`src/rtl/car_traffic_gen_if.sv`:
```
// Control/position bundle between game control, car_traffic_gen and the collision/render blocks.
// The master drives the control pulses and collision flag; the slave returns car positions and status.
interface car_traffic_gen_if;
  logic       i_Start;
  logic       i_Restart;
  logic       i_Has_Collided;
  logic [9:0] o_Car1_X;
  logic [9:0] o_Car2_X;
  logic [9:0] o_Car3_X;
  logic [9:0] o_Car4_X;
  logic [9:0] o_Car5_X;
  logic [9:0] o_Car6_X;
  logic       o_Move_Tick;
  logic       o_Frozen;
  logic       o_Running;

  modport master (
    output i_Start, i_Restart, i_Has_Collided,
    input  o_Car1_X, o_Car2_X, o_Car3_X, o_Car4_X, o_Car5_X, o_Car6_X,
    input  o_Move_Tick, o_Frozen, o_Running
  );

  modport slave (
    input  i_Start, i_Restart, i_Has_Collided,
    output o_Car1_X, o_Car2_X, o_Car3_X, o_Car4_X, o_Car5_X, o_Car6_X,
    output o_Move_Tick, o_Frozen, o_Running
  );
endinterface

```
`src/rtl/car_traffic_gen.sv`:
```
// Six-car horizontal traffic generator: moves cars on each prescaled move tick, wraps at the
// screen edge, and freezes traffic for a fixed number of ticks after a collision.
//
//  state  | meaning
//  IDLE   | cars parked at start positions, waiting for i_Start
//  RUN    | cars advance by their speed on every move tick
//  FROZEN | cars held after a collision until the freeze counter expires
module car_traffic_gen #(
  parameter int          SCREEN_WIDTH = 640,
  parameter int          TICK_DIV     = 250000,
  parameter int          FREEZE_TICKS = 50,
  parameter logic [59:0] CAR_START_X  = {10'd560, 10'd420, 10'd300, 10'd180, 10'd90, 10'd10},
  parameter logic [23:0] CAR_SPEED    = {4'd6, 4'd2, 4'd4, 4'd3, 4'd5, 4'd1},
  parameter logic [5:0]  CAR_DIR      = 6'b101010
) (
  input logic             i_Clk,
  input logic             i_Rst_n,
  car_traffic_gen_if.slave bus
);

  localparam int PW = (TICK_DIV > 1) ? $clog2(TICK_DIV) : 1;
  localparam int FW = $clog2(FREEZE_TICKS + 1);

  typedef enum logic [1:0] {IDLE, RUN, FROZEN} state_t;

  state_t        state;
  logic [PW-1:0] presc;
  logic [FW-1:0] frz_cnt;
  logic [9:0]    car_x [6];
  logic          move_tick;
  logic          frozen;
  logic          running;
  logic          tick;

  assign tick = (presc == PW'(TICK_DIV - 1));

  // Start values beyond the screen are folded back in at elaboration.
  function automatic logic [9:0] start_x(input int k);
    int v;
    v = int'(CAR_START_X[10*k +: 10]) % SCREEN_WIDTH;
    return 10'(v);
  endfunction

  function automatic logic [9:0] step_x(input logic [9:0] x, input logic [3:0] s, input logic d);
    logic [10:0] n;
    if (d) begin
      n = {1'b0, x} + {7'd0, s};
      if (n >= 11'(SCREEN_WIDTH)) n = n - 11'(SCREEN_WIDTH);
    end else if (x < {6'd0, s}) begin
      n = {1'b0, x} + 11'(SCREEN_WIDTH) - {7'd0, s};
    end else begin
      n = {1'b0, x} - {7'd0, s};
    end
    return n[9:0];
  endfunction

  always_ff @(posedge i_Clk or negedge i_Rst_n) begin
    if (!i_Rst_n) begin
      state     <= IDLE;
      presc     <= '0;
      frz_cnt   <= '0;
      move_tick <= 1'b0;
      frozen    <= 1'b0;
      running   <= 1'b0;
      for (int k = 0; k < 6; k++) car_x[k] <= start_x(k);
    end else begin
      presc     <= tick ? '0 : presc + PW'(1);
      move_tick <= tick;
      if (bus.i_Restart) begin
        state   <= IDLE;
        frz_cnt <= '0;
        frozen  <= 1'b0;
        running <= 1'b0;
        for (int k = 0; k < 6; k++) car_x[k] <= start_x(k);
      end else begin
        case (state)
          IDLE: begin
            if (bus.i_Start) begin
              state   <= RUN;
              running <= 1'b1;
            end
          end
          RUN: begin
            // A collision wins over a coincident tick: the cars stop where they are.
            if (bus.i_Has_Collided) begin
              state   <= FROZEN;
              frz_cnt <= FW'(FREEZE_TICKS);
              frozen  <= 1'b1;
              running <= 1'b0;
            end else if (tick) begin
              for (int k = 0; k < 6; k++)
                car_x[k] <= step_x(car_x[k], CAR_SPEED[4*k +: 4], CAR_DIR[k]);
            end
          end
          FROZEN: begin
            if (tick) begin
              frz_cnt <= frz_cnt - FW'(1);
              if (frz_cnt == FW'(1)) begin
                state   <= RUN;
                frozen  <= 1'b0;
                running <= 1'b1;
              end
            end
          end
          default: begin
            state   <= IDLE;
            frozen  <= 1'b0;
            running <= 1'b0;
          end
        endcase
      end
    end
  end

  assign bus.o_Car1_X    = car_x[0];
  assign bus.o_Car2_X    = car_x[1];
  assign bus.o_Car3_X    = car_x[2];
  assign bus.o_Car4_X    = car_x[3];
  assign bus.o_Car5_X    = car_x[4];
  assign bus.o_Car6_X    = car_x[5];
  assign bus.o_Move_Tick = move_tick;
  assign bus.o_Frozen    = frozen;
  assign bus.o_Running   = running;

endmodule

```
`src/flat_wrapper.sv`:
```
// flat-port wrapper written by rule: the top's interface ports become plain ports
module car_traffic_gen_flat 
#(
  parameter int          SCREEN_WIDTH = 640,
  parameter int          TICK_DIV     = 250000,
  parameter int          FREEZE_TICKS = 50,
  parameter logic [59:0] CAR_START_X  = {10'd560, 10'd420, 10'd300, 10'd180, 10'd90, 10'd10},
  parameter logic [23:0] CAR_SPEED    = {4'd6, 4'd2, 4'd4, 4'd3, 4'd5, 4'd1},
  parameter logic [5:0]  CAR_DIR      = 6'b101010
)
  (i_Clk, i_Rst_n, bus_i_Start, bus_i_Restart, bus_i_Has_Collided, bus_o_Car1_X, bus_o_Car2_X, bus_o_Car3_X, bus_o_Car4_X, bus_o_Car5_X, bus_o_Car6_X, bus_o_Move_Tick, bus_o_Frozen, bus_o_Running);
  car_traffic_gen_if bus_i ();
  input logic i_Clk;
  input logic i_Rst_n;
  input wire logic [$bits(bus_i.i_Start)-1:0] bus_i_Start;
  input wire logic [$bits(bus_i.i_Restart)-1:0] bus_i_Restart;
  input wire logic [$bits(bus_i.i_Has_Collided)-1:0] bus_i_Has_Collided;
  output wire logic [$bits(bus_i.o_Car1_X)-1:0] bus_o_Car1_X;
  output wire logic [$bits(bus_i.o_Car2_X)-1:0] bus_o_Car2_X;
  output wire logic [$bits(bus_i.o_Car3_X)-1:0] bus_o_Car3_X;
  output wire logic [$bits(bus_i.o_Car4_X)-1:0] bus_o_Car4_X;
  output wire logic [$bits(bus_i.o_Car5_X)-1:0] bus_o_Car5_X;
  output wire logic [$bits(bus_i.o_Car6_X)-1:0] bus_o_Car6_X;
  output wire logic [$bits(bus_i.o_Move_Tick)-1:0] bus_o_Move_Tick;
  output wire logic [$bits(bus_i.o_Frozen)-1:0] bus_o_Frozen;
  output wire logic [$bits(bus_i.o_Running)-1:0] bus_o_Running;
  assign bus_i.i_Start = bus_i_Start;
  assign bus_i.i_Restart = bus_i_Restart;
  assign bus_i.i_Has_Collided = bus_i_Has_Collided;
  assign bus_o_Car1_X = bus_i.o_Car1_X;
  assign bus_o_Car2_X = bus_i.o_Car2_X;
  assign bus_o_Car3_X = bus_i.o_Car3_X;
  assign bus_o_Car4_X = bus_i.o_Car4_X;
  assign bus_o_Car5_X = bus_i.o_Car5_X;
  assign bus_o_Car6_X = bus_i.o_Car6_X;
  assign bus_o_Move_Tick = bus_i.o_Move_Tick;
  assign bus_o_Frozen = bus_i.o_Frozen;
  assign bus_o_Running = bus_i.o_Running;
  car_traffic_gen #(.SCREEN_WIDTH(SCREEN_WIDTH), .TICK_DIV(TICK_DIV), .FREEZE_TICKS(FREEZE_TICKS), .CAR_START_X(CAR_START_X), .CAR_SPEED(CAR_SPEED), .CAR_DIR(CAR_DIR)) u_core (.i_Clk(i_Clk), .i_Rst_n(i_Rst_n), .bus(bus_i));
endmodule
```
`config.mk`:
```
export PLATFORM = sky130hd
export DESIGN_NAME = car_traffic_gen_flat
export DESIGN_NICKNAME = d
export VERILOG_FILES = /design/src/rtl/car_traffic_gen_if.sv /design/src/rtl/car_traffic_gen.sv /design/src/flat_wrapper.sv
export SDC_FILE = /design/constraint.sdc
export NUM_CORES = 1
export LEC_CHECK = 0
export CORE_MARGIN = 5
export CORE_UTILIZATION = 55
export CTS_BUF_LIST = sky130_fd_sc_hd__clkbuf_4 sky130_fd_sc_hd__clkbuf_8 sky130_fd_sc_hd__clkbuf_16
export DETAILED_ROUTE_END_ITERATION = 8
export DONT_BUFFER_PORTS = 1
export PLACE_DENSITY = 0.77
export SLEW_MARGIN = 20
export SYNTH_ARGS = -nofsm -noshare
export SYNTH_HDL_FRONTEND = slang
export SYNTH_SLANG_ARGS = --single-unit
```
`constraint.sdc`:
```
create_clock -name i_Clk -period 8.17 [get_ports i_Clk]
set_clock_uncertainty 0.1 [all_clocks]
set_input_delay 0.817 -clock i_Clk [delete_from_list [all_inputs] [get_ports i_Clk]]
set_output_delay 0.817 -clock i_Clk [all_outputs]
set_load 0.01 [all_outputs]
```
### Word-level counts from Yosys, hierarchy flattened

Cells that the tools add are included.

* add/subtract/negate cells: 17
* $lt $le $gt $ge: 6
* equal/unequal tests: 10
* muxes and demuxes: 32
* reduce and logical (&&, ||, !) cells: 8

Operator list (count)
* 60-bit two-way mux: 4
* 10-bit two-way mux: 6
* 10-bit by 2-bit subtractor with 10-bit output (second input constant): 4
* 10-bit by 3-bit adder with 11-bit output (second input constant): 3
* 11-bit by 10-bit greater-or-equal comparator with 1-bit output (second input constant): 3
* 10-bit adder (second input constant): 3
* 10-bit subtractor (second input constant): 3
* 10-bit by 2-bit less-than comparator with 1-bit output (second input constant): 2
* 10-bit by 1-bit subtractor with 10-bit output (second input constant): 2
* 18-bit by 1-bit adder with 18-bit output (second input constant): 1
* 18-bit == test (second input constant): 1
* 18-bit two-way mux: 1
* 6-bit two-way mux: 3
* 6-bit one-hot mux with 2 select lines: 1
* 10-bit by 1-bit less-than comparator with 1-bit output (second input constant): 1
* 2-bit two-way mux: 5
* 1-bit two-way mux: 9
* 4-bit AND reduction: 2
* 6-bit by 1-bit == test with 1-bit output (second input constant): 1
* 3-bit by 2-bit inequality test with 1-bit output (second input constant): 2
* 3-bit inequality test (second input constant): 2
* 1-bit one-hot mux with 3 select lines: 2
* 2-bit one-hot mux with 3 select lines: 1
* 3-bit AND reduction: 2
* 7 further kinds: 9

* flip-flop bits (word level): 89
* bits of input ports: 5
* output and inout port bits: 63

### Longest topological paths before layout

* depth in word-level cells: 7
* mapped depth: 12
* depth with buffers taken out: 11

### Worst setup path before layout

No wires, ideal clock.

* path kind: register to register
* start: register u_core.car_x, in the netlist u_core.bus.o_Car6_X[1]
* end: register u_core.car_x, in the netlist u_core.bus.o_Car6_X[7]
* arrival: 2.458 ns
* data required time: 7.943 ns
* path slack: 5.485 ns
* stages on the path, launching flop included: 12
* path buffers: 1
* clock period less this slack: 2.685 ns
* cells stage by stage: dfrtp_1 > clkbuf_1 > inv_1 > ha_1 > nor2_1 > nand3_1 > xnor2_1 > ha_1 > nand4_1 > and3_1 > a221o_1 > mux2_1

* word-level cells in the longest chain between the ends: 7

RTL lines
* from (decl): RTL line car_traffic_gen.sv:29 `logic [9:0] car_x [6];`
* from (signal, indexed assignment): RTL line car_traffic_gen.sv:92 `car_x[k] <= step_x(car_x[k], CAR_SPEED[4*k +: 4], CAR_DIR[k]);`
* 10-bit by 3-bit adder with 11-bit output *: RTL line car_traffic_gen.sv:47 `n = {1'b0, x} + {7'd0, s};`
* 10-bit subtractor or 11-bit by 10-bit greater-or-equal comparator with 1-bit output (tied branches): RTL line car_traffic_gen.sv:48 `if (n >= 11'(SCREEN_WIDTH)) n = n - 11'(SCREEN_WIDTH);`
* 10-bit two-way mux *: RTL line car_traffic_gen.sv:48
* 60-bit two-way mux *: RTL line car_traffic_gen.sv:90 `end else if (tick) begin`
* 60-bit two-way mux *: RTL line car_traffic_gen.sv:85 `if (bus.i_Has_Collided) begin`
* 60-bit two-way mux *: RTL line car_traffic_gen.sv:76 `case (state)`
* 60-bit two-way mux *: RTL line car_traffic_gen.sv:69 `if (bus.i_Restart) begin`

Every way passes the cells marked *; elsewhere a longest branch is shown, timed or not. The select of a mux whose other input is x is not followed.
A chain may end at the register's enable or synchronous reset.

### Worst setup path after layout

* start: register u_core.presc[13]
* end: register u_core.car_x, in the netlist u_core.bus.o_Car6_X[7]

* word-level cells in the longest chain between the ends: 3

RTL lines
* from (decl): RTL line car_traffic_gen.sv:27 `logic [PW-1:0] presc;`
* from (signal assigned): RTL line car_traffic_gen.sv:67 `presc <= tick ? '0 : presc + PW'(1);`
* 18-bit == test: RTL line car_traffic_gen.sv:35 `assign tick = (presc == PW'(TICK_DIV - 1));`
* 2-bit nonzero test (no line)
* 3-bit AND reduction (no line)

No other way between the ends.

==> flow_metrics.py <==
metrics = {
    "status": {
        "status": "finished, final reports clean",
    },
    "clock_network": {
        "cts_hold_buf": 0,
        "cts_setup_buffers": 0,
        "ctsLongestPathBuffers": 2,
        "cts_resized": 0,
        "tritoncts": "yes",
        "cts_sinks": 84,
        "cts_buffers": 9,
        "cts_max_level": 3,
        "insertion_delay_ns": 0.37,
        "root_buffer": "clkbuf_8",
        "clk_pin_slew_ns": 0.10,
    },
    "setup_path": {
        "critical_path.max_stage_delay_ns": 0.77,
        "critPathSlowestCell": "nand3_2",
        "worstSetupPathDepth": 6,
        "crit_family": "simple AND/OR/NAND/NOR gates",
        "endpoint_kind": "flip-flop",
        "worstPathRequired_ns": 8.34,
        "reg2reg_depth": 6,
        "crit_arrival_ns": 3.36,
        "startpoint_type": "flip-flop",
        "worstSetupPathType": "reg2reg",
        "path_cells": "or4_4 -> nor3_4 -> nand3_2 -> nor3b_1 -> a221o_1 -> mux2_1",
        "path_buf_inv": 0,
        "path_max_fanout": 44,
    },
    "sta": {
        "max_freq_mhz": 313,
        "tightest_slew_ns": 0.987,
        "hold_violations": 0,
        "drv_slew": 0,
        "setup_viol": 0,
        "slew_headroom_pct": 34.1,
        "period_needed_ns": 3.19,
        "rsz0062_at_grt": "no",
        "post-route-period-util_pct": 39.1,
        "fin_setup_tns_ns": 0,
    },
    "floorplan": {
        "row_count": 35,
        "fp.dieW_um": 106,
        "fp.dieArea_mm2": 0.0113,
        "die_h_um": 106,
        "initial_core_util_pct": 55.7,
        "core-area_mm2": 0.00915,
        "ioPinCount": 68,
    },
    "global_route": {
        "grt_pass1_vias": 3981,
        "track_usage_pct": 20.2,
        "grt_overflow": 0,
        "grt_max_degree": 85,
        "grt_pass1_wl_um": 18900,
        "grt_antenna_before_repair": 0,
    },
    "min_path": {
        "min_path_type": "in2async",
    },
    "final_layout": {
        "multiInputGateArea_mm2": 0.00276,
        "nets": 561,
        "layout.cells.non_filler": 658,
        "regArea_mm2": 0.00213,
        "drive_above_1_share_pct": 11.0,
        "fin_area_mm2": 0.00530,
        "fillers": 748,
        "n_antenna_cell": 0,
        "area_growth_pct": 3.92,
    },
    "logic_synthesis": {
        "synth_top_flop_cell": "dfrtp_1",
        "synthTopCellsByCount": "77 x nor2_1, 63 x dfrtp_1, 52 x nand2_1, 32 x xnor2_1, 30 x nand3_1",
        "synth.avg_cell_area_um2": 9.16,
        "yosys_register_bits": 84,
        "ys_seq_area_share_pct": 41.7,
        "async_flop_share_pct": 100,
        "syn_inst": 557,
        "synthDistinctLibCells": 72,
        "synth_edf_count": 0,
        "netlist.area_leader.share_pct": 30.9,
        "netlist_area_mm2": 0.00510,
        "synth.most_common_cell": "nor2_1",
        "yosysWarnings": 0,
        "synth_area_leaders": "dfrtp_1 31%, dfstp_2 11%, nor2_1 5.7%, xnor2_1 5.5%, xor2_1 4.5%",
        "yosysTopAreaCell": "dfrtp_1",
    },
    "route": {
        "ant_nets": 0,
        "wirelength_um": 11000,
        "drtIter0Drc": 252,
        "vias_per_cell": 6.22,
        "dr_total_vias": 4093,
        "post-route-drc-count": 0,
        "dr.pass1.iters": 5,
        "drt-wirelength-per-cell_um": 16.7,
    },
    "power": {
        "vdd_drop_max_v": 0.0000758,
        "power_leakage_nw": 2.06,
        "power_mw": 0.770,
        "p_per_area_mw_per_mm2": 145,
    },
    "job": {
        "maxCapViolCount": 0,
    },
    "place": {
        "place_area_mm2": 0.00510,
        "dp.cells": 642,
        "port_buffers": 0,
        "hpwl_um": 7210,
        "place_congestion": 0.820,
    },
}
==> power breakdown <==
group          internal, mW  switching, mW  total [mW]  leakage [nW]
clock                 0.148          0.168       0.315        0.0969
combinational        0.0107         0.0157      0.0264         0.880
sequential            0.421        0.00676       0.428          1.08
total                 0.579          0.190       0.770          2.06
==> stage by stage <==
step	util [%]	worst slack, ns	hold slack, ns
floorplan	-	5.49	0.352
detailed placement	55.7	4.86	0.387
CTS	57.9	4.96	0.0169
global route	57.9	4.81	0.00276
finish	57.9	4.98	0.0222
global placement	55.7	4.98	0.378
==> cell families (layout without fill, tap and decap cells) <==
| family | Yosys count | count (layout) | synth area share (%) |
|---|---|---|---|
| other cells | 1 | 4 | 0.0735 |
| fa+ha+maj | 14 | 14 | 3.43 |
| xor+xnor | 58 | 58 | 9.96 |
| mux | 5 | 5 | 1.05 |
| flops | 84 | 84 | 41.7 |
| buf+inv | 46 | 33 | 4.39 |
| compound gates | 90 | 90 | 12.0 |
| simple gates | 259 | 259 | 27.3 |
==> layer usage <==
metal	wire [um]	part of all wire, %	vias up	global-route usage [%]
li1	-	-	1927	-
met1	4800	44	2023	26.1
met2	5370	49	127	33.1
met3	693	6.3	16	5.53
met4	138	1.3	0	5.74
met5	0	0	-	0
==> cell usage in the layout, fill, tap and decap left out, drive strengths merged, types with 9 or more instances in the layout <==
| cell | instances |
|---|---|
| nor2 | 77 |
| dfrtp | 63 |
| nand2 | 53 |
| xnor2 | 32 |
| nand3 | 31 |
| xor2 | 26 |
| a21oi | 23 |
| dfstp | 21 |
| o21ai | 17 |
| inv | 17 |
| nor3 | 16 |
| ha | 14 |
| and3 | 11 |
| nor2b | 10 |
| clkbuf | 10 |
| nor4 | 9 |
==> worst paths after layout <==
path | startpoint | end | slack [ns]
max | u_core.presc[13]$_DFF_PN0_ | u_core.bus.o_Car6_X[7]$_DFFE_PN0P_ | 4.98
min | i_Rst_n | u_core.bus.o_Car4_X[9]$_DFFE_PN0P_ | 0.02
max reg2reg | u_core.presc[13]$_DFF_PN0_ | u_core.bus.o_Car6_X[7]$_DFFE_PN0P_ | 4.98
min reg2reg | u_core.presc[5]$_DFF_PN0_ | u_core.presc[5]$_DFF_PN0_ | 0.41
max in group asynchronous | i_Rst_n | u_core.bus.o_Car1_X[1]$_DFFE_PN1P_ | 7.73
min in group i_Clk | bus_i_Restart | u_core.bus.o_Car6_X[3]$_DFFE_PN0P_ | 0.40
==> final cells by class <==
cell class / count / share of cell area (%)
repair buffers: 2 / 0.283
well taps: 111 / 2.62
clock inverters: 6 / 1.35
multi-input cells: 430 / 52.1
flip-flops and latches: 84 / 40.1
inverters: 15 / 1.06
clock buffers: 10 / 2.48
==> state kept, by name, summed over array words and instances (netlist names) <==
register	flops
u_core.state	1
u_core.bus.o_Frozen	1
u_core.bus.o_Car5_X	9
u_core.bus.o_Car6_X	9
u_core.bus.o_Car1_X	10
u_core.presc	18
u_core.bus.o_Car3_X	10
u_core.bus.o_Car2_X	10
u_core.bus.o_Car4_X	8
u_core.frz_cnt	6
u_core.bus.o_Running	1
u_core.bus.o_Move_Tick	1
==> worst register-to-register path: cells and delay by family, from the launching register on <==
family / cells / cell delay, ns
DFF: 1 / 0.41
muxes: 1 / 0.31
and+or+nand+nor: 4 / 2.07
AOI/OAI and AO/OA: 1 / 0.21
(Power assumes the default switching activity.)
